### src/rtl/memory_arbiter_rr.sv
// N-port arbiter in front of a single-port block memory: grants one transaction at a time
// (round-robin or fixed priority), waits out the memory latency, and pulses a per-port done.
module memory_arbiter_rr #(
    parameter int NUM_PORTS     = 4,
    parameter int ADDR_WIDTH    = 15,
    parameter int DATA_WIDTH    = 32,
    parameter int MEM_LATENCY   = 1,
    parameter int PRIORITY_MODE = 0
) (
    input  logic                             clock,
    input  logic                             reset,
    input  logic                             moduleEnable,
    input  logic [NUM_PORTS-1:0]             req_enable,
    input  logic [NUM_PORTS-1:0]             req_readWrite,
    input  logic [NUM_PORTS*ADDR_WIDTH-1:0]  req_address,
    input  logic [NUM_PORTS*DATA_WIDTH-1:0]  req_data,
    output logic [NUM_PORTS*DATA_WIDTH-1:0]  port_dataOut,
    output logic [NUM_PORTS-1:0]             done,
    output logic [$clog2(NUM_PORTS)-1:0]     grant_index,
    output logic                             busy,
    output logic                             mem_enable,
    output logic                             mem_readWrite,
    output logic [ADDR_WIDTH-1:0]            mem_address,
    output logic [DATA_WIDTH-1:0]            mem_dataIn,
    input  logic [DATA_WIDTH-1:0]            mem_dataOut
);

    localparam int GW = $clog2(NUM_PORTS);
    localparam int CW = 3;

    typedef enum logic [1:0] {IDLE, ACCESS, WAIT, DONE} state_t;

    state_t        state, next_state;
    logic [GW-1:0] last_grant;
    logic [GW-1:0] winner, rr_winner, fp_winner, rr_idx, fp_idx;
    logic          rr_found;
    logic          start;
    logic [CW-1:0] wait_cnt;

    // NOTE: every signal written here gets a default first, so no path leaves it unassigned
    // and no latch is inferred.
    always_comb begin
        rr_found  = 1'b0;
        rr_winner = '0;
        rr_idx    = '0;
        fp_winner = '0;
        fp_idx    = '0;
        for (int i = 1; i <= NUM_PORTS; i++) begin
            rr_idx = GW'((int'(last_grant) + i) % NUM_PORTS);
            if (!rr_found && req_enable[rr_idx]) begin
                rr_found  = 1'b1;
                rr_winner = rr_idx;
            end
        end
        // Scan downward so the lowest requesting index is the last one written.
        for (int i = NUM_PORTS - 1; i >= 0; i--) begin
            fp_idx = GW'(i);
            if (req_enable[fp_idx]) fp_winner = fp_idx;
        end
        winner = (PRIORITY_MODE == 1) ? fp_winner : rr_winner;
        start  = moduleEnable && (|req_enable);

        next_state = state;
        case (state)
            IDLE:    if (start) next_state = ACCESS;
            ACCESS:  next_state = WAIT;
            WAIT:    if (wait_cnt == '0) next_state = DONE;
            DONE:    next_state = IDLE;
            default: next_state = IDLE;
        endcase
    end

    // NOTE: sequential state uses non-blocking assignments only, so every register samples
    // pre-edge values regardless of statement order.
    always_ff @(posedge clock) begin
        if (reset) begin
            state         <= IDLE;
            last_grant    <= GW'(NUM_PORTS - 1);
            grant_index   <= '0;
            wait_cnt      <= '0;
            busy          <= 1'b0;
            done          <= '0;
            mem_enable    <= 1'b0;
            mem_readWrite <= 1'b0;
            mem_address   <= '0;
            mem_dataIn    <= '0;
            // NOTE: port_dataOut is a plain register bank, not a RAM, so clearing it on reset is cheap
            // and gives requesters a defined value before their first read.
            port_dataOut  <= '0;
        end else begin
            state      <= next_state;
            done       <= '0;
            mem_enable <= 1'b0;
            case (state)
                IDLE: begin
                    if (start) begin
                        grant_index   <= winner;
                        mem_readWrite <= req_readWrite[winner];
                        mem_address   <= req_address[winner*ADDR_WIDTH +: ADDR_WIDTH];
                        mem_dataIn    <= req_data[winner*DATA_WIDTH +: DATA_WIDTH];
                        mem_enable    <= 1'b1;
                        busy          <= 1'b1;
                    end
                end
                ACCESS: wait_cnt <= CW'(MEM_LATENCY - 1);
                WAIT: begin
                    if (wait_cnt == '0) begin
                        if (!mem_readWrite)
                            port_dataOut[grant_index*DATA_WIDTH +: DATA_WIDTH] <= mem_dataOut;
                        done[grant_index] <= 1'b1;
                    end else begin
                        wait_cnt <= wait_cnt - CW'(1);
                    end
                end
                DONE: begin
                    last_grant <= grant_index;
                    busy       <= 1'b0;
                end
                default: ;
            endcase
        end
    end

endmodule
### config.mk
export PLATFORM = sky130hd
export DESIGN_NAME = memory_arbiter_rr
export DESIGN_NICKNAME = d
export VERILOG_FILES = /design/src/rtl/memory_arbiter_rr.sv
export SDC_FILE = /design/constraint.sdc
export NUM_CORES = 1
export LEC_CHECK = 0
export ABC_AREA = 1
export CAP_MARGIN = 30
export CELL_PAD_IN_SITES_DETAIL_PLACEMENT = 0
export CELL_PAD_IN_SITES_GLOBAL_PLACEMENT = 1
export CORE_MARGIN = 2
export CORE_UTILIZATION = 32
export DETAILED_ROUTE_END_ITERATION = 10
export PLACE_DENSITY = 0.9
export SETUP_SLACK_MARGIN = 0.4
export SLEW_MARGIN = 10
export SYNTH_ARGS = -nofsm -noshare
export SYNTH_HDL_FRONTEND = slang
export SYNTH_SLANG_ARGS = --single-unit
### constraint.sdc
create_clock -name clock -period 4.3 [get_ports clock]
set_clock_uncertainty 0.05 [all_clocks]
set_input_delay 0.43 -clock clock [delete_from_list [all_inputs] [get_ports clock]]
set_output_delay 0.43 -clock clock [all_outputs]
set_load 0.01 [all_outputs]
==> flow_summary_export.csv, run 1 <==
group,metric,value,unit
critical_path,worst-endpoint-required,4.62,ns
synthesis,synth_edf_count,0,
floorplanning,std_cell_rows,64,
worst_hold_path,hold_class,"input pin to flip-flop",
synthesis,ys.flop_type,"dfxtp_1",
detailed_routing,routed_wl,39700,um
synthesis,synth.top_cells.by_area,"dfxtp_1, nand3_1, inv_1",
floorplanning,die_h,181,um
synthesis,ys_ff_latch,191,
critical_path,cp_top_family,"simple AND/OR/NAND/NOR gates",
timing,hold_viol,0,
timing,period_minus_slack,3.06,ns
synthesis,avgSynthCellArea,6.56,um2
worst_hold_path,holdPathEnd,"port_dataOut[59]",
clock_network,path_clk_slew,0.07,ns
layout,layout.nets,2125,
pwr,p_leak,0.00675,uW
synthesis,synthesis.instances,1531,
critical_path,r2r_end,"mem_readWrite",
timing,hold_ws,0.332,ns
synthesis,synth_top_area_cell,"dfxtp_1",
critical_path,ff2ff_setup_slack,1.24,ns
pwr,peakVddDrop,334,uV
global_routing,grt_pass1_wl,61700,um
clock_network,cts_buffers,17,
clock_network,cts.htree.levels,4,
placement,gp_congestion,0.894,
detailed_routing,drt_iter0_drc,823,
timing,worst_pin_slew,0.947,ns
clock_network,ctsLongestPathBuffers,2,
clock_network,ctsResizeCount,0,
critical_path,path_class,"flip-flop to flip-flop",
detailed_routing,via_per_inst,4.91,
critical_path,critPathMostFrequentCell,"nand2_1",
critical_path,slowest_delay,0.78,ns
clock_network,cts.sinks,191,
detailed_routing,drt-pass1-iter-count,5,
critical_path,r2r-start,"last_grant[0]",
timing,finalCritPeriodShare,71.2,%
timing,max_slew_margin,36.7,%
worst_hold_path,min_from,"reset",
timing,rsz0062_at_grt,"no",
detailed_routing,routedWlPerCell,17.3,um
critical_path,path_buf_inv,3,
synthesis,synth_common_cells,"nand3_1, inv_1, nand2_1",
critical_path,cp_slowest_cell,"a21oi_4",
floorplanning,initial_core_util,32.7,%
synthesis,netlist_area,10000,um2
synthesis,synth.distinct_cells,31,
floorplanning,core_area,30700,um2
critical_path,cp_max_fo,27,
clock_network,cts_root_buffer,"clkbuf_16",
global_routing,overflow,0,
clock_network,postCtsHoldBufs,0,
timing,setup_viol,0,
global_routing,antenna_found_initial,6,
global_routing,grt_pass1_vias,10744,
timing,tns,0,ns
clock_network,clk_latency,0.42,ns
synthesis,yosysWarningCount,0,
global_routing,grt_max_degree,95,
layout,area_growth,50.9,%
synthesis,ys_seq_area_share,38.1,%
timing,fmax,327,MHz
synthesis,synth_fp_nets,1777,
synthesis,synthArstFlopShare,0,%
global_routing,grt_use_total,23.9,%
critical_path,crit_arrival,3.38,ns
clock_network,cts_tree,"yes",
pwr,power_per_cell_area,520,nW/um2
clock_network,post-cts-setup-buffers,0,
run,maxCapViolCount,0,
detailed_routing,vias,11266,
critical_path,critPathLaunchType,"flip-flop",
critical_path,path_cells,"inv_2 -> nand2_1 -> nand2_1 -> nand2_2 -> nand2_2 -> nor2_4 -> nand3_2 -> a21oi_4 -> buf_12 -> nand3_1 -> nand3_1 -> nand2_1 -> inv_1",
placement,io_buffer_count,414,
floorplanning,boundaryPins,415,
timing,slew_viol_final,0,
pwr,power.total,7880,uW
floorplanning,die_w,181,um
critical_path,endpoint_kind,"flip-flop",
critical_path,reg2regPathDepth,13,
floorplanning,die-area,32800,um2
synthesis,yosysTopAreaCellShare,38.1,%
detailed_routing,drcViolationCount,0,
placement,hpwl,29100,um
detailed_routing,ant_nets,0,
layout,layout-drive-gt1-share,3.96,%
synthesis,yosysMostFrequentCell,"nand3_1",
status,status,"finished clean",
worst_hold_path,hold_depth,3,
==> metal layers <==
layer | global-route usage [%] | part of all wire (%) | vias up
met3 | 4.07 | 5.4 | 57
met4 | 9.01 | 3.3 | 0
met2 | 39.4 | 47 | 406
li1 | - | - | 5578
met1 | 31.1 | 44 | 5225
met5 | 0 | 0 | -
==> worst min-delay path: stages <==
cell     delay, ns
buf_2         0.10
buf_4         0.18
a21oi_1       0.05
==> how the worst max path moves through the flow <==
stage                         startpoint               end  slack (ns)  cells after the start
final                      last_grant[0]     mem_readWrite        1.24                     13
after global placement     req_enable[3]    mem_dataIn[31]        1.18                     13
after global routing      grant_index[0]  port_dataOut[98]        0.94                      7
after CTS                  last_grant[0]     mem_dataIn[1]        1.22                     13
after floorplan           grant_index[0]  port_dataOut[92]        1.54                     11
after detailed placement   req_enable[3]     mem_dataIn[3]        1.12                     13
==> cell type report <==
class	instances	area [um2]
Sequential cell	191	3820
Clock buffer	19	443
Multi-Input combinational cell	953	4720
Clock inverter	13	145
Antenna cell	6	15.0
Timing Repair Buffer	441	4480
Tap cell	396	495
Fill cell	3076	15600
Inverter	275	1030
==> layout by cell type, fill, tap and decap left out, types with 2 or more instances in the layout <==
| master | count |
|---|---|
| dfxtp_1 | 191 |
| a211oi_1 | 8 |
| nor2_1 | 77 |
| diode_2 | 6 |
| inv_1 | 271 |
| inv_2 | 3 |
| nand2_4 | 2 |
| buf_4 | 17 |
| nor3_1 | 27 |
| a21oi_1 | 129 |
| buf_12 | 6 |
| nand3_1 | 273 |
| a31oi_1 | 6 |
| o21a_1 | 48 |
| inv_6 | 4 |
| clkinvlp_4 | 2 |
| clkinv_4 | 3 |
| clkbuf_16 | 17 |
| buf_16 | 3 |
| ha_1 | 15 |
| inv_8 | 2 |
| nand4_1 | 11 |
| or3_1 | 25 |
| clkdlybuf4s50_1 | 413 |
| nand2_1 | 270 |
| o21ai_0 | 49 |
| nor2_4 | 2 |
| nand2_2 | 4 |
==> through the flow <==
stage | utilization [%] | cell area, um2 | setup slack (ns) | instances
after floorplan | - | 10000 | 1.54 | 1531
after global placement | 46.9 | 14400 | 1.18 | 2250
after detailed placement | 47.1 | 14500 | 1.12 | 2253
after CTS | 49.1 | 15100 | 1.22 | 2285
after global routing | 49.3 | 15200 | 0.943 | 2294
final | 49.3 | 15200 | 1.24 | 2294
==> kinds of logic (layout without fill, tap and decap cells) <==
kind of cell               Yosys count  in the layout  synth area share (%)
and+or+nand+nor                    694            694                  31.1
buffers and inverters              387            748                  15.3
AOI/OAI and AO/OA                  244            244                  13.7
DFF                                191            191                  38.1
adders and majority gates           15             15                  1.87
other                                0              6                     0
==> report_power, final <==
| part | leakage [uW] | internal, uW | switching (uW) |
|---|---|---|---|
| Combinational | 0.00492 | 1620 | 2380 |
| Sequential | 0.00155 | 2070 | 207 |
| Clock | 0.000282 | 839 | 764 |
==> flip-flops by register name (all words and copies together), names as in the netlist <==
| name | cells |
|---|---|
| port_dataOut | 128 |
| busy | 1 |
| done | 4 |
| grant_index | 2 |
| mem_readWrite | 1 |
| mem_dataIn | 32 |
| mem_enable | 1 |
| mem_address | 15 |
| wait_cnt | 3 |
| state | 2 |
| last_grant | 2 |
(Power assumes the default switching activity.)
==> inputs of run 2 (changes only) <==
CORE_UTILIZATION = 26   (was 32)
PLACE_DENSITY = 0.78   (was 0.9)
clock period = 2.7 ns   (was 4.3 ns; I/O delays follow)
==> flow_summary_export.csv, run 2 (synthesized netlist as in run 1, its figures left out) <==
group,metric,value,unit
status,status,"finished clean",
timing,rsz0062_at_grt,"yes",
run,maxCapViolCount,0,
floorplanning,core_area,38400,um2
pwr,p_int,7640,uW
layout,layout.nets,2149,
global_routing,grt_max_degree,97,
pwr,swShare,43.0,%
global_routing,grt_pass1_wl,64400,um
pwr,combPwrFrac,54.9,%
pwr,power.switching,5760,uW
global_routing,overflow,0,
placement,gp_congestion,0.917,
global_routing,grt_pass1_vias,10961,
critical_path,cp_slowest_cell,"dfxtp_2",
layout,instances_no_fill,2438,
layout,largest_reg_flops,128,
layout,largest_registers,"port_dataOut: 128 flops, mem_dataIn: 32 flops, mem_address: 15 flops",
timing,hold_ws,0.295,ns
detailed_routing,vias,11411,
detailed_routing,drt_iter0_drc,654,
clock_network,ctsLongestPathBuffers,2,
detailed_routing,via_per_inst,4.68,
timing,hold_viol,0,
pwr,seqPwrFrac,26.6,%
critical_path,critPathMostFrequentCell,"nand2_2",
detailed_routing,routedWlPerCell,17.4,um
placement,dp.cells,2388,
clock_network,clk_latency,0.44,ns
layout,regMostFlops,"port_dataOut",
clock_network,cts_root_buffer,"clkbuf_16",
clock_network,path_clk_slew,0.08,ns
timing,worst_pin_slew,0.473,ns
layout,area_growth,55.6,%
clock_network,cts.sinks,191,
timing,finalCritPeriodShare,78.9,%
timing,tns,0,ns
pwr,power_per_cell_area,857,nW/um2
floorplanning,die_w,201,um
timing,slew_viol_final,0,
pwr,power.total,13400,uW
clock_network,cts_buffers,17,
clock_network,cts_tree,"yes",
critical_path,critPathLaunchType,"flip-flop",
worst_hold_path,hold_class,"input pin to flip-flop",
floorplanning,initial_core_util,26.2,%
floorplanning,std_cell_rows,72,
floorplanning,die-area,40200,um2
global_routing,antenna_found_initial,5,
layout,fillerInstances,4021,
critical_path,endpoint_kind,"flip-flop",
critical_path,path_cells,"buf_6 -> nand2_1 -> nand2_2 -> nand2_2 -> nand2_2 -> o21bai_1 -> nand2_2 -> nand2_8 -> nand2_8 -> buf_12 -> buf_12 -> nand2_1 -> nand3_2 -> nand3_1 -> nand2_1 -> inv_1",
pwr,p_leak,0.00690,uW
detailed_routing,routed_wl,42500,um
critical_path,crit_arrival,2.48,ns
detailed_routing,drt-pass1-iter-count,5,
detailed_routing,ant_nets,0,
clock_network,postCtsHoldBufs,0,
critical_path,path_class,"flip-flop to flip-flop",
clock_network,cts.htree.levels,4,
floorplanning,boundaryPins,415,
pwr,p_clk_share,18.5,%
critical_path,slowest_delay,0.33,ns
timing,fmax,469,MHz
detailed_routing,drcViolationCount,0,
layout,layout-drive-gt1-share,5.90,%
layout,final_common_cell,"clkdlybuf4s50_1",
layout,mostFrequentLayoutCells,"clkdlybuf4s50_1, nand3_1, inv_1, nand2_1, dfxtp_1",
timing,setup_viol,0,
timing,period_minus_slack,2.13,ns
timing,max_slew_margin,68.5,%
pwr,peakVddDrop,402,uV
global_routing,grt_use_total,20.5,%
placement,hpwl,30500,um
floorplanning,die_h,201,um
placement,io_buffer_count,414,
critical_path,worst-endpoint-required,3.05,ns
critical_path,cp_max_fo,19,
run 2: path summary, 6_finish.rpt:
check,start,endpoint,slack (ns),cells after the start
worst min-delay path,reset,port_dataOut[25],0.29,3
worst min register to register,port_dataOut[47],port_dataOut[47],0.41,2
worst max-delay path,last_grant[0],mem_address[2],0.57,16
worst max register to register,last_grant[0],mem_address[2],0.57,16
run 2: area by class of cell:
type	count	area, um2	area share (%)
Antenna cell	5	12.5	0.0800
Clock buffer	18	439	2.81
Clock inverter	13	121	0.776
Inverter	275	1030	6.61
Multi-Input combinational cell	953	4770	30.5
Sequential cell	191	3830	24.5
Tap cell	518	648	4.14
Timing Repair Buffer	465	4780	30.6
run 2: per-stage QoR:
step / setup WS, ns / utilization [%] / instance area (um2)
2_1_floorplan: 0.453 / - / 10100
3_3_place_gp: 0.162 / 38.5 / 14800
3_5_place_dp: 0.136 / 38.5 / 14800
4_1_cts: 0.418 / 40.2 / 15400
5_1_grt: 0.371 / 40.8 / 15600
6_report: 0.569 / 40.8 / 15600
run 2: worst max-delay path: cells and delay by family (launching register included):
family	cells	cell delay [ns]
AND/OR/NAND/NOR	11	1.01
buffers and inverters	4	0.48
flip-flops	1	0.33
AO/OA/AOI/OAI	1	0.19
run 2: what timing repair did:
| item | 4_1_cts | 5_1_grt |
|---|---|---|
| endpoints found under the setup margin | 46 | 82 |
| gates resized for setup | 2 | 18 |
| pin swaps | 1 | 6 |
| setup buffers | 4 | 6 |
| hold endpoints to repair | 0 | 0 |
| cloned | 1 | 3 |
run 2: power by group through the flow:
stage / sequential [uW] / combinational, uW / clock (uW)
after floorplan: 3810 / 3670 / 0
after global placement: 3630 / 6670 / 0
after detailed placement: 3630 / 6680 / 0
after CTS: 3570 / 6940 / 2550
after global routing: 3630 / 8050 / 2660
final: 3570 / 7350 / 2480
run 2: metal layers:
metal / routed length [um] / global-route usage (%)
met3: 2370 / 4.37
met1: 18300 / 25.9
met4: 1530 / 7.78
met5: 0 / 0
met2: 20300 / 34.2
==> inputs of run 3 (changes only) <==
clock period = 1.85 ns   (was 2.7 ns; I/O delays follow)
==> flow_summary_export.csv, run 3 (synthesized netlist as in run 1, its figures left out) <==
group,metric,value,unit
pwr,power.total,23400,uW
clock_network,postCtsHoldBufs,0,
pwr,power_per_cell_area,1270,nW/um2
clock_network,cts.sinks,191,
layout,layout.nets,2247,
critical_path,worst-endpoint-required,2.16,ns
clock_network,clk_latency,0.45,ns
critical_path,slowest_delay,0.40,ns
pwr,p_leak,0.00816,uW
detailed_routing,drt-pass1-iter-count,5,
placement,hpwl,30900,um
layout,regArea,3840,um2
clock_network,path_clk_slew,0.09,ns
critical_path,critPathLaunchType,"flip-flop",
critical_path,startpoint,"last_grant[0]",
timing,period_minus_slack,2.07,ns
layout,multiInputGateArea,5900,um2
layout,fillerInstances,3776,
detailed_routing,drcViolationCount,0,
timing,fin_ws,-0.223,ns
timing,worst_pin_slew,0.507,ns
critical_path,r2r-start,"last_grant[0]",
global_routing,grt_use_total,22.5,%
timing,setup_viol,80,
detailed_routing,ant_nets,0,
global_routing,grt_pass1_vias,11985,
critical_path,crit_arrival,2.38,ns
floorplanning,die-area,40200,um2
timing,finalCritPeriodShare,112,%
layout,final_util,48.1,%
floorplanning,boundaryPins,415,
critical_path,critPathMostFrequentCell,"nand2_2",
timing,hold_viol,0,
timing,hold_ws,0.241,ns
critical_path,path_class,"flip-flop to flip-flop",
global_routing,grt_max_degree,95,
critical_path,ff2ff_setup_slack,-0.22,ns
run,maxCapViolCount,0,
floorplanning,initial_core_util,26.2,%
status,status,"complete, but fails checks",
layout,largest_reg_flops,128,
critical_path,path_cells,"buf_6 -> nand2_2 -> nand2_2 -> nand2_2 -> nand2_4 -> nor2_4 -> buf_6 -> nand4_4 -> buf_6 -> nand2_8 -> buf_8 -> nand2_2 -> nand3_2 -> nand3_2 -> nand2_1 -> inv_1",
floorplanning,std_cell_rows,72,
layout,largest_registers,"port_dataOut: 128 flops, mem_dataIn: 32 flops, mem_address: 15 flops",
critical_path,reg2regPathDepth,16,
placement,dp.cells,2442,
critical_path,endpoint_kind,"flip-flop",
status,violations,"setup timing",
detailed_routing,via_per_inst,4.81,
detailed_routing,routedWlPerCell,18.9,um
pwr,peakVddDrop,700,uV
critical_path,worst-path-stages,16,
layout,area_growth,83.5,%
clock_network,cts_tree,"yes",
timing,max_slew_margin,66.2,%
floorplanning,die_h,201,um
clock_network,ctsLongestPathBuffers,2,
global_routing,antenna_found_initial,4,
floorplanning,core_area,38400,um2
clock_network,cts_root_buffer,"clkbuf_16",
timing,slew_viol_final,0,
layout,final_common_cell,"clkdlybuf4s50_1",
placement,gp_congestion,0.898,
critical_path,cp_max_fo,8,
floorplanning,die_w,201,um
timing,fmax,482,MHz
global_routing,overflow,0,
detailed_routing,routed_wl,47900,um
layout,layout-drive-gt1-share,21.4,%
timing,rsz0062_at_grt,"yes",
detailed_routing,drt_iter0_drc,736,
clock_network,cts_buffers,17,
detailed_routing,vias,12206,
worst_hold_path,hold_class,"input pin to flip-flop",
global_routing,grt_pass1_wl,70700,um
layout,mostFrequentLayoutCells,"clkdlybuf4s50_1, inv_1, nand2_1, nand3_1, dfxtp_1",
critical_path,path_buf_inv,5,
critical_path,cp_top_family,"simple AND/OR/NAND/NOR gates",
critical_path,endpoint,"mem_dataIn[8]",
clock_network,cts.htree.levels,4,
critical_path,cp_slowest_cell,"dfxtp_4",
placement,io_buffer_count,414,
layout,regMostFlops,"port_dataOut",
critical_path,r2r_end,"mem_dataIn[8]",
layout,instances_no_fill,2536,
[run 3: changes by cell type in the layout (fill, tap and decap cells not counted), moves of 17 or more]
cell	change
nor3_1	-17
a21oi_2	+48
nand2_2	+35
buf_6	+27
buf_16	+18
nand3_2	+58
a21oi_1	-52
nand3_1	-62
nand2_1	-51
buf_12	+25
[run 3: worst min-delay path by stage]
stage	to	startpoint	cells past startpoint
2_1_floorplan	mem_enable	reset	1
3_3_place_gp	port_dataOut[56]	port_dataOut[56]	2
3_5_place_dp	port_dataOut[47]	port_dataOut[47]	2
4_1_cts	port_dataOut[61]	reset	3
5_1_grt	port_dataOut[61]	reset	3
6_report	port_dataOut[28]	reset	4
[run 3: power breakdown]
part,switching (uW),internal [uW]
clock,2050,1850
combinational,7630,6580
sequential,448,4820
[run 3: timing repair]
action | in CTS | in global routing
gates resized for setup | 218 | 93
gates cloned | 22 | 7
setup endpoints to repair | 366 | 365
pin swaps | 94 | 32
endpoints found under the hold margin | 0 | 0
buffers inserted | 23 | 6
[run 3: worst reg2reg max path: cells and delay by family, from the launching register on]
kind	cells	cell delay [ns]
flip-flops	1	0.40
AND/OR/NAND/NOR	11	0.92
buffers and inverters	5	0.61
[run 3: per-layer routing]
metal	global-route usage (%)	wire, um	vias up
li1	-	-	5849
met3	6.15	3200	101
met4	9.81	1910	0
met5	0	0	-
met2	37.3	22800	447
met1	27.5	19900	5809
[run 3: layout make-up]
cell class	count	area share (%)
diodes	4	0.0543
repair buffers	560	34.5
repair inverters	1	0.0204
multi-input cells	955	32.0
flip-flops and latches	191	20.8
clock inverters	15	1.04
clock buffers	17	2.31
well taps	518	3.51
inverters	275	5.74
[run 3: through the flow]
stage                     setup WS, ns  instance area [um2]  TNS (ns)
after CTS                       -0.213                17800     -9.71
after detailed placement        -0.509                15700    -22.74
final                           -0.223                18400    -10.29
after floorplan                -0.0756                10700     -2.01
after global placement          -0.465                15700    -20.51
after global routing            -0.362                18400    -19.80
